[config.mk]
export PLATFORM = sky130hd
export DESIGN_NAME = tft_vram_fill_engine_flat
export DESIGN_NICKNAME = d
export VERILOG_FILES = /design/src/rtl/tft_vram_fill_engine_if.sv /design/src/rtl/tft_vram_fill_engine.sv /design/src/flat_wrapper.sv
export SDC_FILE = /design/constraint.sdc
export NUM_CORES = 1
export LEC_CHECK = 0
export ABC_AREA = 1
export BUFFER_PORTS_ARGS = -buffer_cell sky130_fd_sc_hd__buf_4
export CAP_MARGIN = 15
export CORE_ASPECT_RATIO = 1.5
export CORE_UTILIZATION = 30
export DETAILED_ROUTE_END_ITERATION = 10
export PLACE_DENSITY = 0.52
export SLEW_MARGIN = 15
export SYNTH_ARGS = -nofsm -noshare
export SYNTH_HDL_FRONTEND = slang
export SYNTH_SLANG_ARGS = --single-unit
[constraint.sdc]
create_clock -name cclk -period 6.9 [get_ports cclk]
set_clock_uncertainty 0.15 [all_clocks]
set_input_delay 0.345 -clock cclk [delete_from_list [all_inputs] [get_ports cclk]]
set_output_delay 0.345 -clock cclk [all_outputs]
set_load 0.05 [all_outputs]
[src/rtl/tft_vram_fill_engine_if.sv]
// Request/status/VRAM-write bundle for tft_vram_fill_engine.
// The master drives pixel and fill requests; the slave (engine) drives status and the VRAM write port.
interface tft_vram_fill_engine_if #(
  parameter int X_BITS     = 10,
  parameter int Y_BITS     = 9,
  parameter int PIXEL_BITS = 9,
  parameter int ADDR_BITS  = 17
);
  logic                  pix_wr_ena;
  logic [X_BITS-1:0]     pix_x;
  logic [Y_BITS-1:0]     pix_y;
  logic [PIXEL_BITS-1:0] pix_data;
  logic                  fill_start;
  logic [X_BITS-1:0]     fill_x0;
  logic [X_BITS-1:0]     fill_x1;
  logic [Y_BITS-1:0]     fill_y0;
  logic [Y_BITS-1:0]     fill_y1;
  logic [PIXEL_BITS-1:0] fill_color;
  logic                  busy;
  logic                  fill_done;
  logic                  pix_dropped;
  logic                  vram_wr_ena;
  logic [ADDR_BITS-1:0]  vram_wr_addr;
  logic [PIXEL_BITS-1:0] vram_wr_data;

  modport master (
    output pix_wr_ena, pix_x, pix_y, pix_data,
    output fill_start, fill_x0, fill_x1, fill_y0, fill_y1, fill_color,
    input  busy, fill_done, pix_dropped,
    input  vram_wr_ena, vram_wr_addr, vram_wr_data
  );

  modport slave (
    input  pix_wr_ena, pix_x, pix_y, pix_data,
    input  fill_start, fill_x0, fill_x1, fill_y0, fill_y1, fill_color,
    output busy, fill_done, pix_dropped,
    output vram_wr_ena, vram_wr_addr, vram_wr_data
  );
endinterface

[src/rtl/tft_vram_fill_engine.sv]
// VRAM write-port controller merging single-pixel writes with a clamped rectangle fill.
// Optional checkerboard fill pattern: define TFT_FILL_CHECKER_EN.
module tft_vram_fill_engine #(
  parameter int X_RES      = 480,
  parameter int Y_RES      = 272,
  parameter int X_BITS     = 10,
  parameter int Y_BITS     = 9,
  parameter int PIXEL_BITS = 9,
  parameter int ADDR_BITS  = 17
) (
  input logic                   cclk,
  input logic                   rstb,
  tft_vram_fill_engine_if.slave io
);
  localparam logic [X_BITS-1:0]    X_MAX     = X_BITS'(X_RES - 1);
  localparam logic [Y_BITS-1:0]    Y_MAX     = Y_BITS'(Y_RES - 1);
  localparam logic [X_BITS-1:0]    X_ONE     = X_BITS'(1);
  localparam logic [Y_BITS-1:0]    Y_ONE     = Y_BITS'(1);
  localparam logic [ADDR_BITS-1:0] LINE_STEP = ADDR_BITS'(X_RES);

  typedef enum logic [1:0] {IDLE = 2'd0, FILL = 2'd1, DONE = 2'd2} state_t;

  state_t                state_r;
  logic [X_BITS-1:0]     xl_r, xh_r, cur_x_r;
  logic [Y_BITS-1:0]     yl_r, yh_r, cur_y_r;
  logic [ADDR_BITS-1:0]  row_base_r;
  logic [PIXEL_BITS-1:0] color_r;
  logic                  busy_r, fill_done_r, pix_dropped_r, wr_ena_r;
  logic [ADDR_BITS-1:0]  wr_addr_r;
  logic [PIXEL_BITS-1:0] wr_data_r;

  logic [X_BITS-1:0]     x_a_s, x_b_s, x_lo_s, x_hi_s, next_x_s;
  logic [Y_BITS-1:0]     y_a_s, y_b_s, y_lo_s, y_hi_s, next_y_s, mul_y_s;
  logic [ADDR_BITS-1:0]  mul_base_s, pix_addr_s, next_base_s, fill_addr_s;
  logic [PIXEL_BITS-1:0] color_s, fill_data_s;
  logic                  pix_ok_s, last_s;

  function automatic logic [X_BITS-1:0] clamp_x(input logic [X_BITS-1:0] v);
    clamp_x = (v > X_MAX) ? X_MAX : v;
  endfunction

  function automatic logic [Y_BITS-1:0] clamp_y(input logic [Y_BITS-1:0] v);
    clamp_y = (v > Y_MAX) ? Y_MAX : v;
  endfunction

  // Rectangle normalisation, shared y*X_RES multiplier and next raster position.
  always_comb begin
    x_a_s  = clamp_x(io.fill_x0);
    x_b_s  = clamp_x(io.fill_x1);
    y_a_s  = clamp_y(io.fill_y0);
    y_b_s  = clamp_y(io.fill_y1);
    x_lo_s = (x_a_s < x_b_s) ? x_a_s : x_b_s;
    x_hi_s = (x_a_s < x_b_s) ? x_b_s : x_a_s;
    y_lo_s = (y_a_s < y_b_s) ? y_a_s : y_b_s;
    y_hi_s = (y_a_s < y_b_s) ? y_b_s : y_a_s;
    // The multiplier only ever serves IDLE: first fill row or a pixel write.
    mul_y_s    = io.fill_start ? y_lo_s : io.pix_y;
    mul_base_s = ADDR_BITS'(mul_y_s) * LINE_STEP;
    pix_addr_s = mul_base_s + ADDR_BITS'(io.pix_x);
    pix_ok_s   = (io.pix_x <= X_MAX) && (io.pix_y <= Y_MAX);
    last_s     = (cur_x_r == xh_r) && (cur_y_r == yh_r);
    if (state_r == FILL) begin
      color_s = color_r;
      if (cur_x_r == xh_r) begin
        next_x_s    = xl_r;
        next_y_s    = cur_y_r + Y_ONE;
        next_base_s = row_base_r + LINE_STEP;
      end else begin
        next_x_s    = cur_x_r + X_ONE;
        next_y_s    = cur_y_r;
        next_base_s = row_base_r;
      end
    end else begin
      color_s     = io.fill_color;
      next_x_s    = x_lo_s;
      next_y_s    = y_lo_s;
      next_base_s = mul_base_s;
    end
    fill_addr_s = next_base_s + ADDR_BITS'(next_x_s);
`ifdef TFT_FILL_CHECKER_EN
    fill_data_s = (next_x_s[0] ^ next_y_s[0]) ? ~color_s : color_s;
`else
    fill_data_s = color_s;
`endif
  end

  // Control FSM with registered status and VRAM write port.
  always_ff @(posedge cclk or negedge rstb) begin
    if (!rstb) begin
      state_r       <= IDLE;
      xl_r          <= '0;
      xh_r          <= '0;
      yl_r          <= '0;
      yh_r          <= '0;
      cur_x_r       <= '0;
      cur_y_r       <= '0;
      row_base_r    <= '0;
      color_r       <= '0;
      busy_r        <= 1'b0;
      fill_done_r   <= 1'b0;
      pix_dropped_r <= 1'b0;
      wr_ena_r      <= 1'b0;
      wr_addr_r     <= '0;
      wr_data_r     <= '0;
    end else begin
      case (state_r)
        IDLE: begin
          fill_done_r <= 1'b0;
          if (io.fill_start) begin
            state_r       <= FILL;
            xl_r          <= x_lo_s;
            xh_r          <= x_hi_s;
            yl_r          <= y_lo_s;
            yh_r          <= y_hi_s;
            color_r       <= io.fill_color;
            cur_x_r       <= next_x_s;
            cur_y_r       <= next_y_s;
            row_base_r    <= next_base_s;
            busy_r        <= 1'b1;
            pix_dropped_r <= io.pix_wr_ena;
            wr_ena_r      <= 1'b1;
            wr_addr_r     <= fill_addr_s;
            wr_data_r     <= fill_data_s;
          end else if (io.pix_wr_ena && pix_ok_s) begin
            pix_dropped_r <= 1'b0;
            wr_ena_r      <= 1'b1;
            wr_addr_r     <= pix_addr_s;
            wr_data_r     <= io.pix_data;
          end else begin
            pix_dropped_r <= io.pix_wr_ena;
            wr_ena_r      <= 1'b0;
          end
        end
        FILL: begin
          pix_dropped_r <= io.pix_wr_ena;
          if (last_s) begin
            state_r     <= DONE;
            busy_r      <= 1'b0;
            fill_done_r <= 1'b1;
            wr_ena_r    <= 1'b0;
          end else begin
            cur_x_r    <= next_x_s;
            cur_y_r    <= next_y_s;
            row_base_r <= next_base_s;
            wr_ena_r   <= 1'b1;
            wr_addr_r  <= fill_addr_s;
            wr_data_r  <= fill_data_s;
          end
        end
        DONE: begin
          state_r       <= IDLE;
          fill_done_r   <= 1'b0;
          pix_dropped_r <= io.pix_wr_ena;
          wr_ena_r      <= 1'b0;
        end
        default: begin
          state_r       <= IDLE;
          busy_r        <= 1'b0;
          fill_done_r   <= 1'b0;
          pix_dropped_r <= 1'b0;
          wr_ena_r      <= 1'b0;
        end
      endcase
    end
  end

  assign io.busy         = busy_r;
  assign io.fill_done    = fill_done_r;
  assign io.pix_dropped  = pix_dropped_r;
  assign io.vram_wr_ena  = wr_ena_r;
  assign io.vram_wr_addr = wr_addr_r;
  assign io.vram_wr_data = wr_data_r;
endmodule

[src/flat_wrapper.sv]
// flat-port wrapper written by rule: the top's interface ports become plain ports
module tft_vram_fill_engine_flat 
#(
  parameter int X_RES      = 480,
  parameter int Y_RES      = 272,
  parameter int X_BITS     = 10,
  parameter int Y_BITS     = 9,
  parameter int PIXEL_BITS = 9,
  parameter int ADDR_BITS  = 17
)
  (cclk, rstb, io_pix_wr_ena, io_pix_x, io_pix_y, io_pix_data, io_fill_start, io_fill_x0, io_fill_x1, io_fill_y0, io_fill_y1, io_fill_color, io_busy, io_fill_done, io_pix_dropped, io_vram_wr_ena, io_vram_wr_addr, io_vram_wr_data);
  tft_vram_fill_engine_if #(.X_BITS(X_BITS), .Y_BITS(Y_BITS), .PIXEL_BITS(PIXEL_BITS), .ADDR_BITS(ADDR_BITS)) io_i ();
  input logic cclk;
  input logic rstb;
  input wire logic [$bits(io_i.pix_wr_ena)-1:0] io_pix_wr_ena;
  input wire logic [$bits(io_i.pix_x)-1:0] io_pix_x;
  input wire logic [$bits(io_i.pix_y)-1:0] io_pix_y;
  input wire logic [$bits(io_i.pix_data)-1:0] io_pix_data;
  input wire logic [$bits(io_i.fill_start)-1:0] io_fill_start;
  input wire logic [$bits(io_i.fill_x0)-1:0] io_fill_x0;
  input wire logic [$bits(io_i.fill_x1)-1:0] io_fill_x1;
  input wire logic [$bits(io_i.fill_y0)-1:0] io_fill_y0;
  input wire logic [$bits(io_i.fill_y1)-1:0] io_fill_y1;
  input wire logic [$bits(io_i.fill_color)-1:0] io_fill_color;
  output wire logic [$bits(io_i.busy)-1:0] io_busy;
  output wire logic [$bits(io_i.fill_done)-1:0] io_fill_done;
  output wire logic [$bits(io_i.pix_dropped)-1:0] io_pix_dropped;
  output wire logic [$bits(io_i.vram_wr_ena)-1:0] io_vram_wr_ena;
  output wire logic [$bits(io_i.vram_wr_addr)-1:0] io_vram_wr_addr;
  output wire logic [$bits(io_i.vram_wr_data)-1:0] io_vram_wr_data;
  assign io_i.pix_wr_ena = io_pix_wr_ena;
  assign io_i.pix_x = io_pix_x;
  assign io_i.pix_y = io_pix_y;
  assign io_i.pix_data = io_pix_data;
  assign io_i.fill_start = io_fill_start;
  assign io_i.fill_x0 = io_fill_x0;
  assign io_i.fill_x1 = io_fill_x1;
  assign io_i.fill_y0 = io_fill_y0;
  assign io_i.fill_y1 = io_fill_y1;
  assign io_i.fill_color = io_fill_color;
  assign io_busy = io_i.busy;
  assign io_fill_done = io_i.fill_done;
  assign io_pix_dropped = io_i.pix_dropped;
  assign io_vram_wr_ena = io_i.vram_wr_ena;
  assign io_vram_wr_addr = io_i.vram_wr_addr;
  assign io_vram_wr_data = io_i.vram_wr_data;
  tft_vram_fill_engine #(.X_RES(X_RES), .Y_RES(Y_RES), .X_BITS(X_BITS), .Y_BITS(Y_BITS), .PIXEL_BITS(PIXEL_BITS), .ADDR_BITS(ADDR_BITS)) u_core (.cclk(cclk), .rstb(rstb), .io(io_i));
endmodule
==> results of run 1 <==
==> layout by cell type, fill, tap and decap left out, types with 3 or more instances in the layout <==
cell type and count:
fa_1 13, o31ai_1 10, o21bai_1 3, o21ai_2 6, ha_1 51, inv_1 159
clkbuf_16 9, a22oi_1 6, nor3_1 22, or2_2 7, o21ai_1 20, nand3_2 3
nor2_4 3, xor2_1 33, nand4_1 12, nand2_1 309, a31oi_1 7, a211oi_1 3
xnor2_1 8, nand2_2 16, a21oi_2 4, clkinv_1 3, nand3_1 43, buf_4 118
inv_2 8, nor2_1 109, dfrtp_1 106, nor2_2 3, o22ai_1 21, o211ai_1 11
o21a_1 3, a21oi_1 54, o21ai_0 107
==> repair_timing <==
action                    CTS  global route
gates resized for setup     0             0
hold buffers                1             0
hold endpoints to repair   30             0
==> metrics by stage <==
stage               hold WS (ps)   util  power (mW)  setup WS (ps)  cells
finish                      45.6  0.357        4.79            731   1662
global route                46.3  0.357        5.26           67.2   1662
CTS                         33.2  0.357        4.84            793   1662
detailed placement           182  0.346        4.28            397   1646
global placement             186  0.346        4.25            611   1646
floorplan                   -101      -        3.43           1370   1224
==> Yosys cell counts, drive strengths merged <==
master	n
nor2	115
o31ai	10
clkbuf	24
o211ai	12
o221ai	1
conb	2
nand4	12
nand3b	1
clkinv	3
nor4	2
a31oi	7
xor2	33
o22ai	21
ha	51
o21bai	3
or2	9
a2111oi	1
a21boi	1
a22oi	6
inv	167
a211oi	3
nor3	24
a21oi	58
xnor2	9
nand3	46
buf	18
o21ai	133
a32oi	1
dfrtp	106
o21a	5
nand2	326
fa	13
mux2i	1
==> sequential cells by signal, summed over array words and instances (netlist names) <==
register,cells
u_core.xl_r,10
u_core.io.vram_wr_ena,1
u_core.io.busy,1
u_core.io.pix_dropped,1
u_core.yh_r,9
u_core.io.fill_done,1
u_core.state_r,2
u_core.xh_r,10
u_core.cur_y_r,9
u_core.cur_x_r,10
u_core.row_base_r,17
u_core.io.vram_wr_addr,17
u_core.io.vram_wr_data,9
u_core.color_r,9
==> metal layers <==
layer	up-vias	global-route usage	part of all wire
li1	4140	-	-
met1	3737	0.206	0.42
met2	151	0.332	0.52
met3	37	0.0174	0.027
met4	0	0.0777	0.030
met5	-	0	0
==> path summary, 6_finish.rpt <==
| check | from | slack [ps] | cells past startpoint | end |
|---|---|---|---|---|
| setup / recovery | io_fill_y1[4] | 730 | 33 | u_core.io.vram_wr_addr[15] |
| hold / removal | io_fill_color[3] | 50 | 3 | u_core.color_r[3] |
| setup reg to reg | u_core.cur_x_r[2] | 1750 | 24 | u_core.io.vram_wr_addr[12] |
| hold reg to reg | u_core.color_r[3] | 330 | 2 | u_core.color_r[3] |
| max in group asynchronous | rstb | 4910 | 3 | u_core.xh_r[6] |
| min in group asynchronous | rstb | 330 | 2 | u_core.io.vram_wr_addr[5] |
==> cell families (layout without fill, tap and decap cells) <==
logic type,after synthesis,count (layout),synth area share
xor+xnor,42,42,0.0439
mux,1,1,0.00117
compound gates,262,262,0.177
flops,106,106,0.310
fa+ha+maj,64,64,0.105
other cells,2,2,0.000878
buf+inv,212,304,0.0977
simple gates,535,535,0.264
==> layout make-up <==
class                   instances  area (um^2)
clock buffers                  12          246
clock inverters                 3         47.5
fillers                      3065        18000
inverters                     170          638
multi-input cells             906         5070
flip-flops and latches        106         2650
well taps                     346          433
repair buffers                119          896
==> worst max-delay path, delay by kind of cell <==
kind                       cells  cell delay [ps]
AOI/OAI and AO/OA              9             1970
buffers and inverters          2              190
and+or+nand+nor               18             1860
adders and majority gates      4             1870
==> power groups by stage <==
| stage | Combinational, mW | Clock (mW) | Sequential [mW] |
|---|---|---|---|
| 2_1_floorplan | 2.05 | 0 | 1.38 |
| 3_3_place_gp | 3.11 | 0 | 1.14 |
| 3_5_place_dp | 3.14 | 0 | 1.14 |
| 4_1_cts | 3.15 | 0.555 | 1.13 |
| 5_1_grt | 3.50 | 0.575 | 1.18 |
| 6_report | 3.12 | 0.540 | 1.13 |
==> out/metrics.csv, run 1 <==
metric,value,unit
status,"complete, no violations",
rsz0062_at_grt,false,
avgSynthCellArea,6.99,um^2
p_seq_frac,0.236,
cts_inserted_buffers,9,
synth_area,8550,um^2
synthCells,1224,
hp-class,in -> reg,
powerDensity,480,nW/um^2
drc_errors,0,
drt-initial-drc-count,462,
route.vias.total,8065,
clkTransAtPathRegs,70,ps
grt_usage,0.179,
final-setup-viol-count,0,
swShare,0.533,
leakage,4.97,nW
fin_area,9980,um^2
yosys.area.top_type_share,0.310,
first_pass_iters,7,
clk_path_buf_depth,2,
final_antenna_net_count,0,
end_kind,flip-flop,
routed_wl,25.2,mm
antenna_cells,0,
synth_cell_types,50,
drive_gt1_frac,0.144,
critPathSlowestCell,fa_1,
grt_first_pass_wirelength,41.1,mm
crit_fanout,15,
combPwrFrac,0.651,
slowest_delay,590,ps
vdd_drop_max,0.224,mV
yosysSeqAreaShare,0.310,
via_per_inst,4.85,
cap_viol_max_count,0,
grt-ovfl-total,0,
worstPathRequired,7000,ps
drv_slew,0,
initial_core_util,0.306,
wl_per_cell,15.2,um
numPortBuffers,108,
fmax,162,MHz
slew_headroom,0.336,
root_buffer,clkbuf_16,
path_class,in -> reg,
insertion_delay,350,ps
antenna_found_initial,0,
die_area,29200,um^2
postCtsSetupBuffers,0,
worst_slew_pin_slew,995,ps
die_h,209,um
synth_warnings,0,
p_clk_frac,0.113,
period_minus_slack,6170,ps
syn_nets,1367,
period_share,0.894,
cp-start-kind,primary input,
tns,0,ps
die_w,140,um
cp_data_arrival_time,6260,ps
p_switching,2.55,mW
dpl_cell_area,9680,um^2
yosysTopAreaCell,dfrtp_1,
p_int,2.24,mW
synth_seq_cells,106,
first_global_vias,8046,
rows,75,
pin_count,109,
core,28000,um^2
synthToLayoutAreaGrowth,16.7,%
dp_hpwl,19.8,mm
synth.area.top_cells,"dfrtp_1 (31%), nand2_1 (14%), ha_1 (7.5%)",
nets,1455,
cts_sinks,106,
cts_max_level,3,
hold_viol,0,
cts_tree,yes,
place_congestion,0.871,
grt_max_degree,77,
(Power assumes the default switching activity.)
==> run 2: changes to the inputs <==
CORE_UTILIZATION = 50   (was 30)
PLACE_DENSITY = 0.75   (was 0.52)
==> run 2 against run 1 <==
  * Sequential power about the same
  * First-iteration DRC count is 16% lower
  * Non-clock buffer count decreased by 2
  * Clock power down 3%
  * Maximum frequency about the same
  * Combinational power is essentially flat
  * Worst hold slack lost 13 ps
  * Cell count shrank 8.2%
  * Routed wire length fell by 11%
  * Critical path type unchanged
==> out/metrics.csv, run 2 (synthesis gave the netlist of run 1 again) <==
metric,value,unit,change
status,"complete, no violations",,unchanged
synthToLayoutAreaGrowth,14.6,%,was 16.7%
clkTransAtPathRegs,80,ps,was 70 ps
grt_max_degree,60,,was 77
hp-class,in -> reg,,unchanged
drc_errors,0,,unchanged
cp_top_family,compound AO/OA/AOI/OAI gates,,unchanged
layout_common_cells,"nand2_1 (309), inv_1 (159), buf_4 (116), nor2_1 (109), o21ai_0 (107)",,"was nand2_1 (309), inv_1 (159), buf_4 (118), nor2_1 (109), o21ai_0 (107)"
pin_count,109,,unchanged
leakage,4.96,nW,was 4.97 nW
antenna_found_initial,0,,unchanged
period_minus_slack,6170,ps,about the same
nets,1453,,"was 1,455"
first_pass_iters,7,,unchanged
core,16800,um^2,"was 28,000 um^2"
cts_max_level,3,,unchanged
grt-ovfl-total,0,,unchanged
layout_commonest_cell,nand2_1,,unchanged
dp_hpwl,17.3,mm,was 19.8 mm
crit_fanout,15,,unchanged
fmax,162,MHz,about the same
period_share,0.895,,was 0.894
numPortBuffers,108,,unchanged
antenna_cells,0,,unchanged
wl_per_cell,14.7,um,was 15.2 um
cts_inserted_buffers,9,,unchanged
cts_tree,yes,,unchanged
via_per_inst,5.35,,was 4.85
cp_data_arrival_time,6270,ps,was 6260 ps
route.vias.total,8152,,"was 8,065"
die_w,109,um,was 140 um
tns,0,ps,unchanged
finalPower,4.75,mW,was 4.79 mW
die_h,162,um,was 209 um
worstPathRequired,7000,ps,about the same
dpl_worst_slack,422,ps,was 397 ps
cp-start-kind,primary input,,unchanged
postCtsSetupBuffers,0,,unchanged
cap_viol_max_count,0,,unchanged
drive_gt1_frac,0.144,,about the same
final-setup-viol-count,0,,unchanged
clk_path_buf_depth,2,,unchanged
first_global_vias,7861,,"was 8,046"
drt-initial-drc-count,386,,was 462
fin_area,9800,um^2,was 9980 um^2
rsz0062_at_grt,false,,unchanged
dpl_cell_area,9490,um^2,was 9680 um^2
final_antenna_net_count,0,,unchanged
critPathSlowestCell,fa_1,,unchanged
insertion_delay,360,ps,was 350 ps
end_kind,flip-flop,,unchanged
dpl.cell_count,1508,,"was 1,646"
slew_headroom,0.449,,was 0.336
path_class,in -> reg,,unchanged
worst_slew_pin_slew,826,ps,was 995 ps
crit_buf_inv,3,,was 2
cts_sinks,106,,unchanged
place_congestion,0.918,,was 0.871
die_area,17600,um^2,"was 29,200 um^2"
routed_wl,22.4,mm,was 25.2 mm
vdd_drop_max,0.273,mV,was 0.224 mV
fin_cells,1525,,"was 1,662"
slowest_delay,570,ps,was 590 ps
grt_usage,0.264,,was 0.179
fin_ws,728,ps,was 731 ps
hold_viol,0,,unchanged
root_buffer,clkbuf_16,,unchanged
initial_core_util,0.510,,was 0.306
reg2reg_slack,1680,ps,was 1750 ps
drv_slew,0,,unchanged
rows,58,,was 75
grt_first_pass_wirelength,36.7,mm,was 41.1 mm
powerDensity,484,nW/um^2,was 480 nW/um^2
## run 2: cell count changes in the layout (fill, tap and decap cells not counted)
cell       change
buf_4          -2
bufinv_16      -1
clkbuf_1       -2
clkbuf_8       -1
clkinv_2       +1
clkinv_8       +2
inv_6          +2
## run 2: through the flow
step,hold WS [ps],utilization
after floorplan,-101,-
after global routing,45.3,0.585
after CTS,34.9,0.585
final,32.6,0.585
after global placement,313,0.566
after detailed placement,316,0.566
## run 2: path summary, 6_finish.rpt
kind,depth (start not counted),end,start
max,35,u_core.io.vram_wr_addr[15],io_fill_y1[5]
min,3,u_core.color_r[2],io_fill_color[2]
max reg2reg,25,u_core.io.vram_wr_addr[14],u_core.cur_x_r[2]
min reg2reg,2,u_core.io.vram_wr_addr[14],u_core.io.vram_wr_addr[14]
max in group asynchronous,3,u_core.cur_y_r[8],rstb
min in group asynchronous,2,u_core.cur_y_r[3],rstb
## run 2: area by class of cell
type / count / area [um^2]
Fill cell: 1631 / 6960
Clock inverter: 7 / 72.6
Timing Repair Buffer: 117 / 881
Clock buffer: 9 / 225
Inverter: 170 / 638
Multi-Input combinational cell: 906 / 5070
Sequential cell: 106 / 2650
Tap cell: 210 / 263
## run 2: repair_timing
item                      CTS  global route
gates resized for setup     0             0
hold buffers                1             0
hold endpoints to repair   58             0
## run 2: report_power, final
group / internal [mW] / total (mW) / switching (mW) / leakage, nW
clock network: 0.256 / 0.523 / 0.267 / 0.146
registers: 0.921 / 1.14 / 0.216 / 1.30
logic: 1.02 / 3.09 / 2.07 / 3.52
total: 2.20 / 4.75 / 2.55 / 4.96
## run 2: routing by layer
layer / vias to the layer above / track usage / part of all wire
met1: 3740 / 0.305 / 0.41
met3: 52 / 0.0209 / 0.033
li1: 4140 / - / -
met5: - / 0 / 0
met2: 220 / 0.482 / 0.51
met4: 0 / 0.132 / 0.046
## run 2: tightest hold or removal path, cell delays in order
cell,delay (ps)
buf_4,80
nand2_1,40
nand2_1,40
==> run 3: changes to the inputs <==
BUFFER_PORTS_ARGS = default   (was -buffer_cell sky130_fd_sc_hd__buf_4)
CELL_PAD_IN_SITES_DETAIL_PLACEMENT = 1   (was default)
CELL_PAD_IN_SITES_GLOBAL_PLACEMENT = 1   (was default)
CORE_UTILIZATION = 41   (was 50)
DONT_BUFFER_PORTS = 1   (was default)
PLACE_DENSITY = 0.77   (was 0.75)
==> run 3 against run 2 <==
  * Global-route usage fell by 1.4 points
  * Cell count fell by 2.6%
  * Sequential power rose by 27%
  * Routed wire length rose by 15%
  * Power fell by 0.37%
  * Worst setup slack improved by 7.9 ps
  * Flip-flop and latch count did not move
  * Utilization fell by 13 points
  * Clock power rose by 5.5%
  * Critical path depth fell by 2
  * Non-clock buffer count fell by 95
  * Highest routed layer unchanged
  * Register-to-register slack got worse by 80 ps
==> out/metrics.csv, run 3 (synthesis gave the netlist of run 1 again) <==
metric,value,unit,change
die_area,21500,um^2,"was 17,600 um^2"
routed_wl,25.7,mm,was 22.4 mm
slowest_delay,620,ps,was 570 ps
critPathSlowestCell,fa_1,,unchanged
vdd_drop_max,0.178,mV,was 0.273 mV
grt-ovfl-total,0,,unchanged
drv_slew,0,,unchanged
grt_first_pass_wirelength,42.0,mm,was 36.7 mm
final-setup-viol-count,0,,unchanged
cp.depth,33,,was 35
slew_headroom,0.425,,was 0.449
worstPathRequired,7010,ps,was 7000 ps
grt_usage,0.251,,was 0.264
initial_core_util,0.419,,was 0.510
cts_sinks,106,,unchanged
reg2reg_depth,25,,unchanged
path_class,in -> reg,,unchanged
postCtsSetupBuffers,0,,unchanged
fin_area,9220,um^2,was 9800 um^2
dpl_cell_area,8750,um^2,was 9490 um^2
end_kind,flip-flop,,unchanged
worst_path_most_repeated_cell,nand2_1,,
route.vias.total,8000,,"was 8,152"
grt_max_degree,107,,was 60
fillerInstances,2647,,"was 1,631"
via_per_inst,5.39,,was 5.35
finalPower,4.73,mW,was 4.75 mW
cts_inserted_buffers,9,,unchanged
worst_slew_pin_slew,861,ps,was 826 ps
fmax,162,MHz,about the same
first_pass_iters,4,,was 7
numPortBuffers,0,,was 108
pin_count,109,,unchanged
wl_per_cell,17.3,um,was 14.7 um
drive_gt1_frac,0.0672,,was 0.144
cp-start-kind,primary input,,unchanged
cts_hold_buf,14,,was 1
drt-initial-drc-count,353,,was 386
die_w,120,um,was 109 um
clkTransAtPathRegs,80,ps,about the same
place_congestion,0.883,,was 0.918
leakage,4.51,nW,was 4.96 nW
core,20400,um^2,"was 16,800 um^2"
nets,1358,,"was 1,453"
period_minus_slack,6160,ps,was 6170 ps
rows,64,,was 58
synthToLayoutAreaGrowth,7.72,%,was 14.6%
hp-class,in -> reg,,unchanged
layout_common_cells,"nand2_1 (309), inv_1 (159), nor2_1 (109), o21ai_0 (107), dfrtp_1 (106)",,"was nand2_1 (309), inv_1 (159), buf_4 (116), nor2_1 (109), o21ai_0 (107)"
cts_max_level,3,,unchanged
crit_fanout,15,,unchanged
rr_startpoint,u_core.cur_x_r[2],,unchanged
tns,0,ps,unchanged
cts_resized,0,,unchanged
drc_errors,0,,unchanged
cts_tree,yes,,unchanged
clk_path_buf_depth,2,,unchanged
cp_top_family,compound AO/OA/AOI/OAI gates,,unchanged
worstHoldStart,io_fill_y1[1],,was io_fill_color[2]
first_global_vias,8406,,"was 7,861"
seq_area,2650,um^2,unchanged
period_share,0.893,,was 0.895
status,"complete, no violations",,unchanged
die_h,179,um,was 162 um
cp_data_arrival_time,6270,ps,about the same
final_antenna_net_count,0,,unchanged
utilization,0.451,,was 0.585
crit_buf_inv,2,,was 3
hold_viol,0,,unchanged
rsz0062_at_grt,false,,unchanged
hold_depth,2,,was 3
multi_input_comb_area,5070,um^2,unchanged
antenna_found_initial,0,,unchanged
cap_viol_max_count,0,,unchanged
root_buffer,clkbuf_16,,unchanged
dp_hpwl,19.9,mm,was 17.3 mm
layout_commonest_cell,nand2_1,,unchanged
crit_start,io_fill_y0[7],,was io_fill_y1[5]
powerDensity,513,nW/um^2,was 484 nW/um^2
insertion_delay,370,ps,was 360 ps
## run 3: final timing paths
| check | to | slack, ps |
|---|---|---|
| hold / removal | u_core.yh_r[1] | 6 |
| max in group asynchronous | u_core.row_base_r[11] | 5730 |
| min in group asynchronous | u_core.io.vram_wr_data[4] | 400 |
| setup / recovery | u_core.io.vram_wr_addr[15] | 740 |
| setup reg to reg | u_core.io.vram_wr_addr[14] | 1600 |
| hold reg to reg | u_core.xl_r[8] | 330 |
## run 3: routing by layer
metal  share of wire  wire length [um]  global-route usage  vias up
met4           0.029               748               0.102        0
met3           0.031               794              0.0315       39
met2            0.53             13600               0.475      135
li1                -                 -                   -     3952
met1            0.41             10600               0.279     3874
met5               0                 0                   0        -
## run 3: worst reg2reg max path, stage by stage, from the launching register on
cell and delay [ps]:
dfrtp_1 450, xor2_1 190, nor2_1 200, nand3_2 130, nor2_4 480, inv_1 230
nor2_2 460, a22oi_1 130, o21ai_1 190, ha_1 230, inv_1 90, fa_1 400
o21ai_0 210, a21oi_1 120, nor2_1 140, nand2_1 80, o21bai_1 400, nand3_1 130
nand2_1 120, nand3_1 130, nor2_1 150, nand2_1 70, nand2_1 60, nand3_1 70
nand3_1 120, nand2_1 60
## run 3: layout make-up
| cell class | instances | area share |
|---|---|---|
| flip-flops and latches | 106 | 0.288 |
| clock buffers | 10 | 0.0248 |
| well taps | 264 | 0.0358 |
| diodes | 1 | 0.000272 |
| clock inverters | 6 | 0.00815 |
| inverters | 170 | 0.0692 |
| repair buffers | 22 | 0.0236 |
| multi-input cells | 906 | 0.550 |
## run 3: stage by stage
step	setup WS (ps)	cells	hold slack [ps]
after detailed placement	361	1454	-97.5
after global placement	662	1454	-97.8
after CTS	742	1484	1.23
after global routing	188	1484	10.7
after floorplan	1370	1224	-101
final	736	1485	6.03
## run 3: power by group
part | switching (mW) | internal [mW] | leakage (nW)
Combinational | 1.83 | 0.900 | 3.06
Sequential | 0.533 | 0.915 | 1.30
Clock | 0.264 | 0.288 | 0.150
Total | 2.63 | 2.10 | 4.51
